## config.mk

```make
export PLATFORM = sky130hd
export DESIGN_NAME = rotary_field_editor
export DESIGN_NICKNAME = d
export VERILOG_FILES = /design/src/rtl/rotary_pkg.sv /design/src/rtl/rotary_wrap_counter.sv /design/src/rtl/rotary_field_editor.sv
export SDC_FILE = /design/constraint.sdc
export NUM_CORES = 1
export LEC_CHECK = 0
export BUFFER_PORTS_ARGS = -buffer_cell sky130_fd_sc_hd__buf_2
export CAP_MARGIN = 40
export CORE_MARGIN = 1.5
export CORE_UTILIZATION = 62
export CTS_CLUSTER_SIZE = 30
export DETAILED_ROUTE_END_ITERATION = 12
export MAX_ROUTING_LAYER = met4
export PLACE_DENSITY = 0.92
export SLEW_MARGIN = 25
export SYNTH_ARGS = -nofsm -noshare
export SYNTH_HDL_FRONTEND = slang
export SYNTH_SLANG_ARGS = --single-unit
```

## constraint.sdc

```tcl
create_clock -name clk -period 6.3 [get_ports clk]
set_input_delay 1.26 -clock clk [delete_from_list [all_inputs] [get_ports clk]]
set_output_delay 1.26 -clock clk [all_outputs]
set_load 0.05 [all_outputs]
```

## src/rtl/rotary_pkg.sv

```systemverilog
// Shared types and defaults for the rotary field editor.
package rotary_pkg;

    typedef enum logic [1:0] {
        NAV    = 2'd0,
        EDIT   = 2'd1,
        COMMIT = 2'd2
    } state_t;

    localparam int DEF_NUM_FIELDS  = 4;
    localparam int DEF_FIELD_WIDTH = 4;
    localparam int DEF_FIELD_MAX   = 9;
    localparam int DEF_WRAP        = 1;

    function automatic int cursor_width(input int n);
        return (n < 2) ? 1 : $clog2(n);
    endfunction

endpackage

```

## src/rtl/rotary_wrap_counter.sv

```systemverilog
// Up/down counter bounded to [0, MAX] with wrap or saturate and a load port.
module rotary_wrap_counter #(
    parameter int W    = 4,
    parameter int MAX  = 9,
    parameter int WRAP = 1
) (
    input  logic         clk,
    input  logic         reset,
    input  logic         inc,
    input  logic         dec,
    input  logic         load,
    input  logic [W-1:0] load_value,
    output logic [W-1:0] value,
    output logic [W-1:0] next_value
);

    localparam logic [W-1:0] MAXV = W'(MAX);

    always_comb begin
        next_value = value;
        if (load) begin
            next_value = load_value;
        end else if (inc && !dec) begin
            if (value == MAXV)
                next_value = (WRAP != 0) ? '0 : MAXV;
            else
                next_value = value + W'(1);
        end else if (dec && !inc) begin
            if (value == '0)
                next_value = (WRAP != 0) ? MAXV : '0;
            else
                next_value = value - W'(1);
        end
    end

    always_ff @(posedge clk) begin
        if (reset)
            value <= '0;
        else
            value <= next_value;
    end

endmodule

```

## src/rtl/rotary_field_editor.sv

```systemverilog
// Cursor/edit/commit controller driven by debounced rotary pulses.
import rotary_pkg::*;

module rotary_field_editor #(
    parameter int NUM_FIELDS  = DEF_NUM_FIELDS,
    parameter int FIELD_WIDTH = DEF_FIELD_WIDTH,
    parameter int FIELD_MAX   = DEF_FIELD_MAX,
    parameter int WRAP        = DEF_WRAP
) (
    input  logic                                clk,
    input  logic                                reset,
    input  logic                                right,
    input  logic                                left,
    input  logic                                down,
    input  logic                                wr_ack,
    output logic [cursor_width(NUM_FIELDS)-1:0] cursor,
    output logic                                edit_mode,
    output logic [FIELD_WIDTH-1:0]              field_value,
    output logic                                wr_req,
    output logic [cursor_width(NUM_FIELDS)-1:0] wr_addr,
    output logic [FIELD_WIDTH-1:0]              wr_data
);

    localparam int CW = cursor_width(NUM_FIELDS);

    state_t state;
    state_t state_n;

    logic [FIELD_WIDTH-1:0] fields [NUM_FIELDS];
    logic [FIELD_WIDTH-1:0] shadow;
    logic [FIELD_WIDTH-1:0] shadow_n;
    logic [CW-1:0]          cursor_n;

    logic rot_r;
    logic rot_l;
    logic commit_fire;
    logic edit_start;
    logic edit_done;
    logic [FIELD_WIDTH-1:0] fv_n;

    // A press always wins over rotation; opposing rotations cancel.
    assign rot_r = right && !left && !down;
    assign rot_l = left && !right && !down;

    assign edit_start  = (state == NAV) && down;
    assign edit_done   = (state == EDIT) && down;
    assign commit_fire = (state == COMMIT) && wr_ack;

    always_comb begin
        state_n = state;
        case (state)
            NAV:     if (down) state_n = EDIT;
            EDIT:    if (down) state_n = COMMIT;
            COMMIT:  if (wr_ack) state_n = NAV;
            default: state_n = NAV;
        endcase
    end

    always_ff @(posedge clk) begin
        if (reset)
            state <= NAV;
        else
            state <= state_n;
    end

    rotary_wrap_counter #(
        .W    (CW),
        .MAX  (NUM_FIELDS - 1),
        .WRAP (1)
    ) u_cursor (
        .clk        (clk),
        .reset      (reset),
        .inc        ((state == NAV) && rot_r),
        .dec        ((state == NAV) && rot_l),
        .load       (1'b0),
        .load_value ('0),
        .value      (cursor),
        .next_value (cursor_n)
    );

    rotary_wrap_counter #(
        .W    (FIELD_WIDTH),
        .MAX  (FIELD_MAX),
        .WRAP (WRAP)
    ) u_shadow (
        .clk        (clk),
        .reset      (reset),
        .inc        ((state == EDIT) && rot_r),
        .dec        ((state == EDIT) && rot_l),
        .load       (edit_start),
        .load_value (fields[cursor]),
        .value      (shadow),
        .next_value (shadow_n)
    );

    // On the commit edge the written slot equals shadow.
    always_comb begin
        fv_n = fields[cursor_n];
        if (state_n != NAV)
            fv_n = shadow_n;
        else if (commit_fire)
            fv_n = shadow;
    end

    always_ff @(posedge clk) begin
        if (reset) begin
            for (int i = 0; i < NUM_FIELDS; i++)
                fields[i] <= '0;
            edit_mode   <= 1'b0;
            field_value <= '0;
            wr_req      <= 1'b0;
            wr_addr     <= '0;
            wr_data     <= '0;
        end else begin
            if (commit_fire)
                fields[cursor] <= shadow;
            edit_mode   <= (state_n != NAV);
            field_value <= fv_n;
            if (edit_done) begin
                wr_req  <= 1'b1;
                wr_addr <= cursor;
                wr_data <= shadow;
            end else if (commit_fire) begin
                wr_req <= 1'b0;
            end
        end
    end

endmodule

```

Word level (Yosys, flattened, before mapping)
Memories as Yosys holds them, arrays and structs flattened. A register that Yosys moved wholly into a read port is not among the register bits.
Cells that the tools add are included.
Widths: inputs -> output; s select.
{"block": "totals", "reg_bits": 20, "latch_bits": 0, "ram_bits": 16, "rom_bits": 0, "in_bits": 6, "output_inout_bits": 14, "word_cells": 71, "mem_count": 1}
{"name": "fields", "words": 4, "width": 4, "rd": 2, "rd_ports_with_merged_regs": 1, "wr": 4, "line_no": "rotary_field_editor.sv:29", "rtl": "logic [FIELD_WIDTH-1:0] fields [NUM_FIELDS];"}
{"block": "op_classes", "addsub": 4, "n_mul": 0, "div_mod_pow": 0, "magnitude_cmp": 0, "eq_ne": 4, "n_shift": 0, "n_mux": 26, "bitwise_logic": 0, "reduce_logical": 28}
{"cell": "$mux 4", "count": 8}
{"cell": "$mux 2", "count": 9}
{"cell": "$logic_and 1x1->1", "count": 15}
{"cell": "$mux 1", "count": 8}
{"cell": "$logic_not 1->1", "count": 7}
{"cell": "$pmux 2 s3", "count": 1}
{"cell": "$add 4x1->4 const B", "count": 1}
{"cell": "$eq 2x2->1 const B", "count": 2}
{"cell": "$eq 4x4->1 const B", "count": 1}
{"cell": "$logic_not 2->1", "count": 2}
{"cell": "$logic_not 4->1", "count": 1}
{"cell": "$reduce_bool 2->1", "count": 2}
{"cell": "$reduce_or 4->1", "count": 1}
{"cell": "$sub 4x1->4 const B", "count": 1}
{"cell": "$add 2x1->2 const B", "count": 1}
{"cell": "$eq 2x1->1 const B", "count": 1}
{"cell": "$sub 2x1->2 const B", "count": 1}

Logic depth before layout (Yosys ltp)
Gate-level depths: netlist (run 1).
An unclocked memory read counts as a cell.
{"block": "logic_depth", "ltp_word": 11, "mapped_depth": 9, "mapped_depth_nobuf": 7}

Hierarchy
Synthesis (run 1) repeated with hierarchy kept, for this count alone.
{"block": "unflattened", "cells_unflattened": 201, "hier_area_um2": 2118.3}
{"module": "rotary_field_editor", "instances": 1, "cells_per_inst": 123, "area_per_inst_um2": 1446.4}
{"module": "rotary_wrap_counter (u_shadow)", "instances": 1, "cells_per_inst": 55, "area_per_inst_um2": 467.9}
{"module": "rotary_wrap_counter (u_cursor)", "instances": 1, "cells_per_inst": 23, "area_per_inst_um2": 203.9}

Worst setup path after synthesis (run 1)
OpenSTA, ideal clock, no wires.
{"block": "synth_path", "path_kind": "input to register", "from": "input down", "to": "register field_value[0]", "t_arrival_ns": 2.648, "t_required_ns": 6.167, "slack_ns": 3.518, "stages": 7, "path_buffers": 2, "cell_sequence": "buf_6 > or3_4 > a221oi_4 > buf_6 > a21boi_0 > o211ai_1 > a311oi_1"}
{"block": "synth_between", "elab_chain_len": 10}
{"item": "start, declared", "line_no": "rotary_field_editor.sv:14", "rtl": "input logic down,"}
{"item": "$logic_not 1->1", "line_no": "rotary_field_editor.sv:42, rotary_field_editor.sv:43"}
{"item": "$logic_and 1x1->1", "line_no": "rotary_field_editor.sv:42", "rtl": "assign rot_r = right && !left && !down;"}
{"item": "$logic_and 1x1->1", "line_no": "rotary_field_editor.sv:73", "rtl": ".inc ((state == NAV) && rot_r),"}
{"item": "$logic_not 1->1", "line_no": "rotary_wrap_counter.sv:28", "rtl": "end else if (dec && !inc) begin"}
{"item": "$logic_and 1x1->1", "line_no": "rotary_wrap_counter.sv:28"}
{"item": "$mux 2", "line_no": "rotary_wrap_counter.sv:28"}
{"item": "$mux 2", "line_no": "rotary_wrap_counter.sv:23", "rtl": "end else if (inc && !dec) begin"}
{"item": "$mem_v2 4x4"}
{"item": "$mux 4", "line_no": "rotary_field_editor.sv:101", "rtl": "else if (commit_fire)"}
{"item": "$mux 4 (*)", "line_no": "rotary_field_editor.sv:99", "rtl": "if (state_n != NAV)"}
{"item": "end signal, assigned", "line_no": "rotary_field_editor.sv:118", "rtl": "field_value <= fv_n;"}
{"item": "end, declared", "line_no": "rotary_field_editor.sv:18", "rtl": "output logic [FIELD_WIDTH-1:0] field_value,"}
Mark *: on every way between the ends. The rest lies on a longest branch, timed or not.
A chain may end at the register's enable or synchronous reset.

Final worst setup path (run 1)
Ends and elaborated chain as after synthesis.

==> results of run 1 <==
-- cells by family after synthesis --
group,after synthesis,share of synthesized area [%]
AO/OA/AOI/OAI,58,20.4
flip-flops,36,41.8
XOR/XNOR,2,0.831
AND/OR/NAND/NOR,92,25.7
buffers and inverters,23,4.92
adder cells (fa/ha/maj),2,1.19
multiplexers,6,5.22
-- power by group --
group / total (mW) / internal [mW] / switching (mW)
Sequential: 0.279 / 0.257 / 0.0218
Clock: 0.124 / 0.0511 / 0.0727
Combinational: 0.117 / 0.0426 / 0.0744
Total: 0.520 / 0.351 / 0.169
-- cell usage in the layout (no fill, tap or decap), types with 7 or more instances in the layout --
master / synthesis / final
dfxtp_1: 20 / 20
buf_2: 2 / 19
nor2_1: 17 / 17
and2_1: 16 / 16
edfxtp_1: 16 / 16
a21oi_1: 15 / 15
nand2_1: 10 / 10
o211ai_1: 10 / 10
and3_1: 8 / 8
a21boi_0: 8 / 8
o21ai_0: 7 / 7
-- final timing paths --
check / end / start / cells past startpoint / slack, ns
min reg2reg: wr_req$_SDFFE_PP0P_ / wr_req$_SDFFE_PP0P_ / 2 / 0.48
min: wr_req$_SDFFE_PP0P_ / wr_req$_SDFFE_PP0P_ / 2 / 0.48
max: field_value[0]$_SDFF_PP0_ / down / 6 / 3.53
max reg2reg: field_value[0]$_SDFF_PP0_ / u_cursor.value[0]$_SDFF_PP0_ / 8 / 3.82
-- state kept, by name (all words and copies together) (netlist names) --
register and cells:
state 2, wr_req 1, wr_addr 2, edit_mode 1, u_shadow.value 4, field_value 4
wr_data 4, u_cursor.value 2, fields 16
-- routing by layer --
metal / up-vias / track usage, %
met3: 7 / 5.88
met1: 784 / 37.7
li1: 825 / -
met4: 0 / 11.6
met5: - / -
met2: 76 / 40.3
-- cell type report --
| class | count | area [um^2] |
|---|---|---|
| sequential | 36 | 881 |
| fill | 247 | 920 |
| multi-input combinational | 160 | 1120 |
| clock inverter | 1 | 3.75 |
| tap | 44 | 55.1 |
| clock buffer | 6 | 51.3 |
| inverter | 4 | 15.0 |
| timing repair buffer | 20 | 103 |
-- worst min-delay path: cells and delay by family, from the launching register on --
| family | cells | cell delay, ns |
|---|---|---|
| AND/OR/NAND/NOR | 1 | 0.05 |
| AO/OA/AOI/OAI | 1 | 0.06 |
| flip-flops | 1 | 0.32 |
-- metrics by stage --
step | setup WS, ns | cells
after global routing | 3.39 | 271
after floorplan | 3.52 | 219
final | 3.53 | 271
after global placement | 3.23 | 263
after CTS | 3.57 | 270
after detailed placement | 3.20 | 263
==> results_dict.tcl, run 1 <==
set metrics [dict create \
    postLayoutCellArea_mm2 0.00223 \
    period_share_pct 44.0 \
    coreArea_mm2 0.00315 \
    numCtsBuffers 5 \
    hold_violations 0 \
    globalplace.congestion 0.908 \
    cp_data_required_time_ns 6.56 \
    post_cts_buffers 0 \
    die_x_um 61.3 \
    worst_pin_slew_ns 0.710 \
    slowest_delay_ns 0.57 \
    grt_pass1_wl_um 7150 \
    area_growth_pct 5.87 \
    die_area_mm2 0.00376 \
    synth.most_common_cell "dfxtp_1" \
    setup_tns_ns 0 \
    cts_max_level 2 \
    clk_pin_slew_worst_paths_ns 0.10 \
    end_kind "flip-flop" \
    min_period_ns 2.77 \
    wl_um 4600 \
    yosys.area.top_type "edfxtp_1" \
    route.detailed.drc 0 \
    wl_met2_um 2230 \
    worstSkewPairLatency_ns 0.34 \
    syn_area_mm2 0.00211 \
    grt_antenna_before_repair 0 \
    first_pass_iters 4 \
    path_class "in -> reg" \
    peakVddDrop_mv 0.144 \
    avgViaCountPerCell 6.24 \
    grt_setup_unrepaired "no" \
    drive_above_1_share_pct 18.5 \
    async_reset_ff_share_pct 0 \
    syn_inst 219 \
    clockRootBuffer "clkbuf_4" \
    fin_util_pct 70.8 \
    dr_total_vias 1692 \
    grt_overflow 0 \
    outcome "finished, final reports clean" \
    critPathBufInv 1 \
    top_layer "met4" \
    io_pins 20 \
    io_buffers 19 \
    grt_pass1_vias 1473 \
    start_util_pct 66.9 \
    timing.max_cap.violations 0 \
    cp_max_fo 17 \
    min_path_type "reg -> reg" \
    cts_tree "yes" \
    synthFlopType "dfxtp_1" \
    synth_enable_flop_cells 16 \
    clockBufferDepth 2 \
    drtIter0Drc 177 \
    synth_area_leaders "edfxtp_1 (23%), dfxtp_1 (19%), and2_1 (4.7%)" \
    num_antenna_cells 0 \
    ys_seq_area_share_pct 41.8 \
    grt_use_total_pct 27.7 \
    drv_slew 0 \
    wire_per_inst_um 17.0 \
    synthesis.nets 227 \
    cts_sinks 36 \
    synthTopCellsByCount "dfxtp_1 (20), nor2_1 (17), and2_1 (16), edfxtp_1 (16), a21oi_1 (15)" \
    p_per_area_mw_per_mm2 233 \
    cts_hold_buffers 0 \
    drt-met1-wl_um 1990 \
    dieHeight_um 61.3 \
    leakagePower_nw 0.875 \
    placementRows 20 \
    clock.fmax_mhz 360 \
    synth_area_per_cell_um2 9.63 \
    start_kind "input port" \
    setup_violations 0 \
    route.antenna.remaining_nets 0 \
    ys_types 48 \
    maxSlewHeadroom_pct 52.6 \
    grt_max_degree 31 \
    cp_top_family "compound AO/OA/AOI/OAI gates" \
    crit_chain "buf_2, or3_4, a221oi_4, and3_1, o211ai_1, a311oi_1" \
    placed_cell_area_mm2 0.00217 \
    synth-seq-cells 36 \
    synth_top_area_share_pct 22.8 \
    power.total_mw 0.520 \
    final.setup_skew_ns 0.00782 \
    hold-worst-slack_ns 0.484 \
    crit_arrival_ns 3.03 \
    dpl.hpwl_um 3080 \
    cts-resized-gates 0 \
    wl_met3_um 295 \
    yosysWarnings 0 \
    crit_slowest_cell "a221oi_4" \
    fin_nets 235 \
]
Note: power is estimated with default switching activity, not from simulation.
==> inputs of run 2 (changes only) <==
Settings changed: CORE_UTILIZATION 62 to 53, PLACE_DENSITY 0.92 to 0.84.
Clock period 6.3 ns to 2.4 ns, I/O delays scaled along.
==> run 2 against run 1 <==
Wire length up 9.3%; total power rose to 2.8 times the previous value; critical path depth down 1; flip-flop and latch count unchanged; non-clock buffer count up 7; worst setup slack worse by 3.4 ns; first-iteration DRC count up 14%; critical path type is now reg -> reg; largest power group unchanged; highest routed layer unchanged.
==> results_dict.tcl, run 2 (synthesis gave the netlist of run 1 again) <==
set metrics [dict create \
    outcome "finished, final reports clean" \
    globalplace.congestion 0.947 \
    n_fill_cell 333 \
    grt_antenna_before_repair 0 \
    clockRootBuffer "clkbuf_8" \
    clockBufferDepth 2 \
    grt_overflow 0 \
    final-seq-area_um2 883 \
    die_x_um 66.1 \
    fin_util_pct 62.0 \
    hold_violations 0 \
    drive_above_1_share_pct 21.7 \
    io_pins 20 \
    coreArea_mm2 0.00374 \
    switching_share_pct 32.1 \
    wl_um 5030 \
    cts_tree "yes" \
    min_period_ns 2.23 \
    peakVddDrop_mv 0.366 \
    clock.fmax_mhz 449 \
    area_growth_pct 9.96 \
    drv_slew 0 \
    wire_per_inst_um 17.8 \
    maxSlewHeadroom_pct 60.1 \
    rr_worst_depth 5 \
    grt_setup_unrepaired "no" \
    cts_max_level 2 \
    r2r-end "field_value[1]$_SDFF_PP0_" \
    hold-worst-slack_ns 0.468 \
    fin_nets 242 \
    largest_reg_flops 16 \
    crit_start "state[0]$_SDFF_PP0_" \
    grt_pass1_vias 1638 \
    worst_pin_slew_ns 0.599 \
    avgViaCountPerCell 6.27 \
    clk_pin_slew_worst_paths_ns 0.07 \
    r2r_setup_slack_ns 0.17 \
    p_int_mw 0.998 \
    final_cell_mix "buf_2 (19), dfxtp_1 (18), nor2_1 (17), and2_1 (16), edfxtp_1 (16)" \
    cts_hold_buffers 0 \
    switchingPower_mw 0.472 \
    largest-register "fields" \
    final_common_cell "buf_2" \
    worstSetupEndpoint "field_value[1]$_SDFF_PP0_" \
    crit_arrival_ns 2.41 \
    fin_ws_ns 0.172 \
    cp_data_required_time_ns 2.58 \
    route.antenna.remaining_nets 0 \
    placed_cell_area_mm2 0.00224 \
    p_seq_share_pct 49.3 \
    drtIter0Drc 202 \
    preCtsSetupSlack_ns 0.0724 \
    min_path_type "reg -> reg" \
    clockPowerShare_pct 28.4 \
    numCtsBuffers 5 \
    post_cts_buffers 0 \
    cp_max_fo 17 \
    num_antenna_cells 0 \
    cts_sinks 36 \
    start_util_pct 56.4 \
    leakagePower_nw 0.921 \
    io_buffers 19 \
    start_kind "flip-flop" \
    reg2reg_from "state[0]$_SDFF_PP0_" \
    final.setup_skew_ns 0.00781 \
    placementRows 22 \
    cts-resized-gates 0 \
    p_per_area_mw_per_mm2 634 \
    multi_input_area_mm2 0.00112 \
    grt_pass1_wl_um 8200 \
    grt_use_total_pct 26.0 \
    worstSkewPairLatency_ns 0.29 \
    dr_total_vias 1774 \
    route.detailed.drc 0 \
    period_share_pct 92.8 \
    path_class "reg -> reg" \
    postLayoutCellArea_mm2 0.00232 \
    first_pass_iters 5 \
    whs_path_depth 2 \
    die_area_mm2 0.00437 \
    dieHeight_um 66.1 \
    grt_max_degree 31 \
    timing.max_cap.violations 0 \
    dpl.hpwl_um 3430 \
    pwr-share-comb_pct 22.3 \
    setup_tns_ns 0 \
    setup_violations 0 \
    end_kind "flip-flop" \
]
[run 2: cell count changes in the layout (fill, tap and decap cells not counted), sizes merged]
cell / change
buf: +8
[run 2: power by group through the flow]
stage | Clock (mW) | Combinational, mW | Sequential [mW]
global route | 0.449 | 0.355 | 0.731
finish | 0.417 | 0.328 | 0.725
detailed placement | 0 | 0.324 | 0.738
floorplan | 0 | 0.219 | 0.765
CTS | 0.419 | 0.326 | 0.725
global placement | 0 | 0.318 | 0.736
[run 2: worst max-delay path, stage by stage, from the launching register on]
cell	delay [ns]
dfxtp_1	0.42
or3_4	0.45
a221oi_4	0.59
and3_1	0.25
o211ai_1	0.08
a311oi_1	0.33
[run 2: final cells by class]
class                      count  area share, %
sequential                    36           38.1
clock inverter                 1          0.216
tap                           48           2.59
clock buffer                   7           3.29
inverter                       4          0.647
timing repair buffer          27           6.69
multi-input combinational    160           48.5
[run 2: metal layers]
| layer | vias up | share of wire (%) | track usage [%] |
|---|---|---|---|
| li1 | 843 | - | - |
| met3 | 9 | 7.9 | 5.28 |
| met4 | 0 | 1.3 | 9.69 |
| met2 | 66 | 49 | 40.0 |
| met5 | - | 0 | - |
| met1 | 856 | 42 | 33.8 |
[run 2: how the worst min path moves through the flow]
stage                                     end  slack (ns)                 from
after floorplan           state[1]$_SDFF_PP0_        0.66               wr_ack
after global placement    wr_req$_SDFFE_PP0P_        0.44  wr_req$_SDFFE_PP0P_
after detailed placement  wr_req$_SDFFE_PP0P_        0.46  wr_req$_SDFFE_PP0P_
after CTS                 wr_req$_SDFFE_PP0P_        0.48  wr_req$_SDFFE_PP0P_
after global routing      wr_req$_SDFFE_PP0P_        0.49  wr_req$_SDFFE_PP0P_
final                     wr_req$_SDFFE_PP0P_        0.47  wr_req$_SDFFE_PP0P_
[run 2: stage by stage]
stage | instances | total power [mW]
after floorplan | 219 | 0.984
after global placement | 275 | 1.05
after detailed placement | 275 | 1.06
after CTS | 283 | 1.47
after global routing | 283 | 1.53
final | 283 | 1.47
